`config.mk`:
```
export PLATFORM = sky130hd
export DESIGN_NAME = restoring_divider
export DESIGN_NICKNAME = d
export VERILOG_FILES = /design/src/rtl/restoring_divider.sv
export SDC_FILE = /design/constraint.sdc
export NUM_CORES = 1
export LEC_CHECK = 0
export CORE_AREA = 2 2 71 73
export DETAILED_ROUTE_END_ITERATION = 10
export DIE_AREA = 0 0 73 75
export GPL_ROUTABILITY_DRIVEN = 0
export GPL_TIMING_DRIVEN = 0
export PLACE_DENSITY = 0.77
export SLEW_MARGIN = 0
export SYNTH_ARGS = -nofsm -noshare
export SYNTH_HDL_FRONTEND = slang
export SYNTH_SLANG_ARGS = --single-unit
```
`constraint.sdc`:
```
create_clock -name Clk -period 2.25 [get_ports Clk]
set_input_delay 0.5625 -clock Clk [delete_from_list [all_inputs] [get_ports Clk]]
set_output_delay 0.5625 -clock Clk [all_outputs]
set_load 0.05 [all_outputs]
```
`src/rtl/restoring_divider.sv`:
```
// restoring_divider: sequential 8-bit restoring divider, one quotient bit per clock.
// Q holds the dividend and then the quotient. R holds the remainder. M holds the divisor.
// A start in IDLE runs exactly one operation. The FSM then parks in DONE until Run drops.
// Optional feature macro: DIV_SIGNED_EN. It selects two's-complement operands and adds the FIX state.
// Reset is synchronous and active-high on Clk.
module restoring_divider (
    input  logic       Clk,
    input  logic       Reset,
    input  logic       Run,
    input  logic       ClearR_LoadQ,
    input  logic       LoadM,
    input  logic [7:0] Din,
    output logic [7:0] Q,
    output logic [7:0] R,
    output logic [7:0] M,
    output logic       Busy,
    output logic       Done,
    output logic       DivZero
);

    localparam logic [1:0] S_IDLE = 2'd0;
    localparam logic [1:0] S_ITER = 2'd1;
`ifdef DIV_SIGNED_EN
    localparam logic [1:0] S_FIX  = 2'd2;
`endif
    localparam logic [1:0] S_DONE = 2'd3;

    logic [1:0] state;
    logic [2:0] cnt;

`ifdef DIV_SIGNED_EN
    logic       sign_q;
    logic       sign_m;
    logic [7:0] q_mag;
    logic [7:0] m_mag;
`endif

    // {R, Q} shifted left by one. The 9-bit partial remainder keeps the carry-out of R.
    logic [8:0] rs;
    logic [8:0] trial;
    logic       trial_ok;

    // One restoring step: shift, trial subtract, and keep the difference only if it did not go negative.
    always_comb begin
        rs       = {R, Q[7]};
        trial    = rs - {1'b0, M};
        // R < M holds throughout an iteration, so rs < 2*M.
        // The 9-bit difference is therefore below 256 exactly when it is non-negative.
        trial_ok = ~trial[8];
`ifdef DIV_SIGNED_EN
        // Negating 8'h80 gives 8'h80, which reads as unsigned 128.
        q_mag    = Q[7] ? (8'd0 - Q) : Q;
        m_mag    = M[7] ? (8'd0 - M) : M;
`endif
    end

    // Status outputs decode directly from the state register.
    always_comb begin
`ifdef DIV_SIGNED_EN
        Busy = (state == S_ITER) || (state == S_FIX);
`else
        Busy = (state == S_ITER);
`endif
        Done = (state == S_DONE);
    end

    // Control FSM together with the Q/R/M datapath registers.
    always_ff @(posedge Clk) begin
        if (Reset) begin
            state   <= S_IDLE;
            cnt     <= '0;
            Q       <= '0;
            R       <= '0;
            M       <= '0;
            DivZero <= 1'b0;
`ifdef DIV_SIGNED_EN
            sign_q  <= 1'b0;
            sign_m  <= 1'b0;
`endif
        end else begin
            case (state)
                S_IDLE: begin
                    if (Run) begin
                        if (M == '0) begin
                            Q       <= '1;
                            R       <= Q;
                            DivZero <= 1'b1;
                            state   <= S_DONE;
                        end else begin
                            R       <= '0;
                            DivZero <= 1'b0;
                            cnt     <= '0;
                            state   <= S_ITER;
`ifdef DIV_SIGNED_EN
                            sign_q  <= Q[7];
                            sign_m  <= M[7];
                            Q       <= q_mag;
                            M       <= m_mag;
`endif
                        end
                    end else begin
                        if (ClearR_LoadQ) begin
                            Q       <= Din;
                            R       <= '0;
                            DivZero <= 1'b0;
                        end
                        if (LoadM) begin
                            M <= Din;
                        end
                    end
                end

                S_ITER: begin
                    if (trial_ok) begin
                        R <= trial[7:0];
                        Q <= {Q[6:0], 1'b1};
                    end else begin
                        R <= rs[7:0];
                        Q <= {Q[6:0], 1'b0};
                    end
                    cnt <= cnt + 3'd1;
                    if (cnt == 3'd7) begin
`ifdef DIV_SIGNED_EN
                        state <= S_FIX;
`else
                        state <= S_DONE;
`endif
                    end
                end

`ifdef DIV_SIGNED_EN
                S_FIX: begin
                    if (sign_q ^ sign_m) begin
                        Q <= 8'd0 - Q;
                    end
                    if (sign_q) begin
                        R <= 8'd0 - R;
                    end
                    state <= S_DONE;
                end
`endif

                S_DONE: begin
                    if (!Run) begin
                        state <= S_IDLE;
                    end
                end

                default: begin
                    state <= S_IDLE;
                end
            endcase
        end
    end

endmodule

```
==> results.md <==
* Most common library cell in the layout ignoring fill and taps: clkdlybuf4s50_1
* Worst Hold Class: flip-flop to flip-flop
* First-pass GRT wire length at 8390 µm
* Initial antenna violation count at 0
* Post-layout utilization of the core at 0.576
* NumNets Final at 320
* Flop pwr share at 0.255
* Hold_sp: M[2]
* Power per Cell Area at roughly 1000 mW/mm²
* Synthesized Nets at around 260
* DRC Markers at 0
* HPWL after detailed placement at about 3800 µm
* CTS tree: built
* Minimum clock period after layout at approximately 2.3 ns
* Register-to-register setup slack at -0.03 ns
* Unique cell type count in the Yosys netlist at 38
* Hold-fix buffers, CTS at 0
* Critical setup path kind: flip-flop to flip-flop
* Post-Synthesis Cells at approximately 240
* Clock sinks at 30
* Status: finished with violations
* Total of max-cap violations at 0
* Io pins at 40
* Skew-Pair Late Insertion Delay at slightly below 0.3 ns
* Post-synthesis register bit count at 30
* Yosys Warn Count at 0
* Logic pwr share at 0.548
* Clk pwr share at 0.197
* Final hold viol count at 0
* Failing checks: setup timing
* Final WS setup at -0.0306 ns
* Vias in the first global route at approximately 1800
* Top_reg_cell synth: dfxtp_1
* Slew @ Worst Pin at roughly 0.59 ns
* Period utilization at 1.01
* Clock Pin Slew Worst Setup and Hold Paths at ~0.070 ns
* Crit Path Max Fanout at 4
* Mapped Area at 0.00182 mm²
* Synth Area in Simple Gates at 0.247
* FF-to-FF path depth at 10
* Crit path launch type: flip-flop
* Htree depth at 2
* Die Wd at about 73 µm
* Layout cells sized above 1 at 0.239
* Initial DRC count at approximately 190
* Pre-Repair DR Iteration Count at 4
* Combinational family with the most area after synthesis: simple AND/OR/NAND/NOR gates
* Psw at between 1 and 1.5 mW
* Total power draw at 2.77 mW
* Number of synthesized flops with an enable pin at 0
* Max Freq at 438 MHz
* Synth async-reset ratio at 0
* Worst r2r src: Q[7]
* GRT overflow at 0
* Share of the yosys chip area belonging to registers at 0.330
* Routed WL at 5360 µm
* Setup-failing EPs final at 1
* DR vias at ~1900
* Root buf cell: clkbuf_8
* Cell internal pwr at roughly 1.6 mW
* Die Ht at 75 µm
* Required time of the critical path at 2.47 ns
* Fillcell total at 427
* RSZ-0062 raised after global routing: true
* P_leak at 1.04 nW
* Synth Area in Compound Gates at 0.225
* Commonest non-fill, non-tap cells in the layout: clkdlybuf4s50_1, nand2_1, nor2_1
* Multiplexer share of the synthesized area at 0.0549
* PortBufs at 39
* Critical Path End: R[4]
* Worst setup EP type: flip-flop
* Sw Ratio at 0.412
* ANT cells at 0
* Rows at 25
* Global Route Usage Sum at 0.201
* Starting Density at 0.391
* Crit path DAT at roughly 2.5 ns
* Worst reg2reg endpoint: R[4]
* Synth-to-Final Area Change at 47.4%
* Slew Limit Fails at 0
* Average wire per standard cell at approximately 15 µm
* Max Root-Sink Buffers at 2
* Clock Skews at 0.00764 ns
* Total die area at approximately 0.0055 mm²
* Synth Area in Adders at 0.0797
* Via/cell ratio at around 5.5
* Post-Syn Area per Cell at between 7 and 8 µm²
* Pre-CTS WS at -0.615 ns
* Core ar. at about 0.0047 mm²
* Num CTS Buffers at 5
* Antenna-violating nets left at 0
* Crit path from: Q[7]
* Xor and xnor area share after synthesis at 0.00481
* Max-slew headroom at 0.607
* Peak supply drop at 0.000562 V
* Largest net degree at the start of global routing at 14
==> synth_stat cells, types with 2 or more instances <==
master	count	area, µm²
a22oi_1	2	15.0
nand3b_1	2	15.0
a31oi_1	3	18.8
mux2i_1	10	100
clkbuf_1	9	33.8
a21oi_1	20	100
a221oi_1	3	26.3
nand2b_1	7	43.8
dfxtp_1	30	601
o21a_1	2	15.0
or4_1	4	30.0
a211oi_1	6	45.0
nand2_1	33	124
nor2_1	27	101
o21bai_1	4	30.0
nand3_1	10	50.1
and2_1	2	12.5
ha_1	10	125
nor3_1	3	15.0
o21ai_0	14	70.1
inv_1	15	56.3
buf_1	2	7.51
a311oi_1	4	35.0
==> critical path, stage by stage, from the launching register on <==
cell      delay [ns]
dfxtp_4         0.36
inv_2           0.04
ha_4            0.15
fa_2            0.34
nand2b_4        0.17
a21oi_4         0.20
a211oi_4        0.11
xor2_2          0.16
buf_6           0.15
or4_4           0.41
a31oi_1         0.13
==> registers in the layout (all words and copies together) (netlist names) <==
| signal | count |
|---|---|
| R | 8 |
| Q | 8 |
| M | 8 |
| DivZero | 1 |
| state | 2 |
| cnt | 3 |
==> layer usage <==
layer  up-vias  GRT usage  wire length [µm]
li1        946          -                 -
met1       904      0.262              2390
met2        67      0.322              2540
met3         5     0.0683               386
met4         0     0.0494                42
met5         -          0                 0
==> repair_timing <==
| item | in CTS | in global routing |
|---|---|---|
| pin swaps | 7 | 10 |
| endpoints found under the setup margin | 10 | 10 |
| gates resized for setup | 13 | 17 |
| setup buffers | 8 | 6 |
==> power by group through the flow <==
stage | Clock (mW) | Sequential, mW | Combinational, mW
after floorplan | 0 | 0.911 | 0.635
after global placement | 0 | 0.707 | 1.13
after detailed placement | 0 | 0.710 | 1.15
after CTS | 0.547 | 0.696 | 1.37
after global routing | 0.570 | 0.717 | 1.62
final | 0.545 | 0.706 | 1.52
==> worst min-delay path by stage <==
| stage | end | slack [ns] | depth (start not counted) |
|---|---|---|---|
| after global placement | M[2] | 0.46 | 2 |
| after CTS | M[2] | 0.47 | 2 |
| after global routing | M[7] | 0.50 | 2 |
| after detailed placement | M[2] | 0.47 | 2 |
| after floorplan | cnt[1] | 0.47 | 2 |
| final | M[2] | 0.47 | 2 |
==> cell families after synthesis <==
kind of cell    count (synthesis)
mux                            10
fa+ha+maj                      11
xor+xnor                        1
compound gates                 63
flops                          30
buf+inv                        27
simple gates                   95
==> metrics by stage <==
stage | instance area, µm² | hold slack (ns) | instances | setup TNS (ns)
floorplan | 1870 | 0.470 | 237 | -0.0574
global placement | 2330 | 0.462 | 330 | -1.84
detailed placement | 2330 | 0.465 | 330 | -1.79
CTS | 2550 | 0.475 | 345 | -0.126
global route | 2690 | 0.497 | 351 | -0.479
finish | 2690 | 0.475 | 351 | -0.0306
==> area by class of cell <==
cell class | count | area [µm²] | share of cell area
tap | 54 | 67.6 | 0.0252
sequential | 30 | 626 | 0.233
buffer | 11 | 50.0 | 0.0186
inverter | 15 | 60.1 | 0.0224
clock inverter | 3 | 40.0 | 0.0149
clock buffer | 5 | 68.8 | 0.0256
multi-input combinational | 180 | 1270 | 0.473
timing repair buffer | 53 | 503 | 0.187
Power figures use the tool's default switching activity.
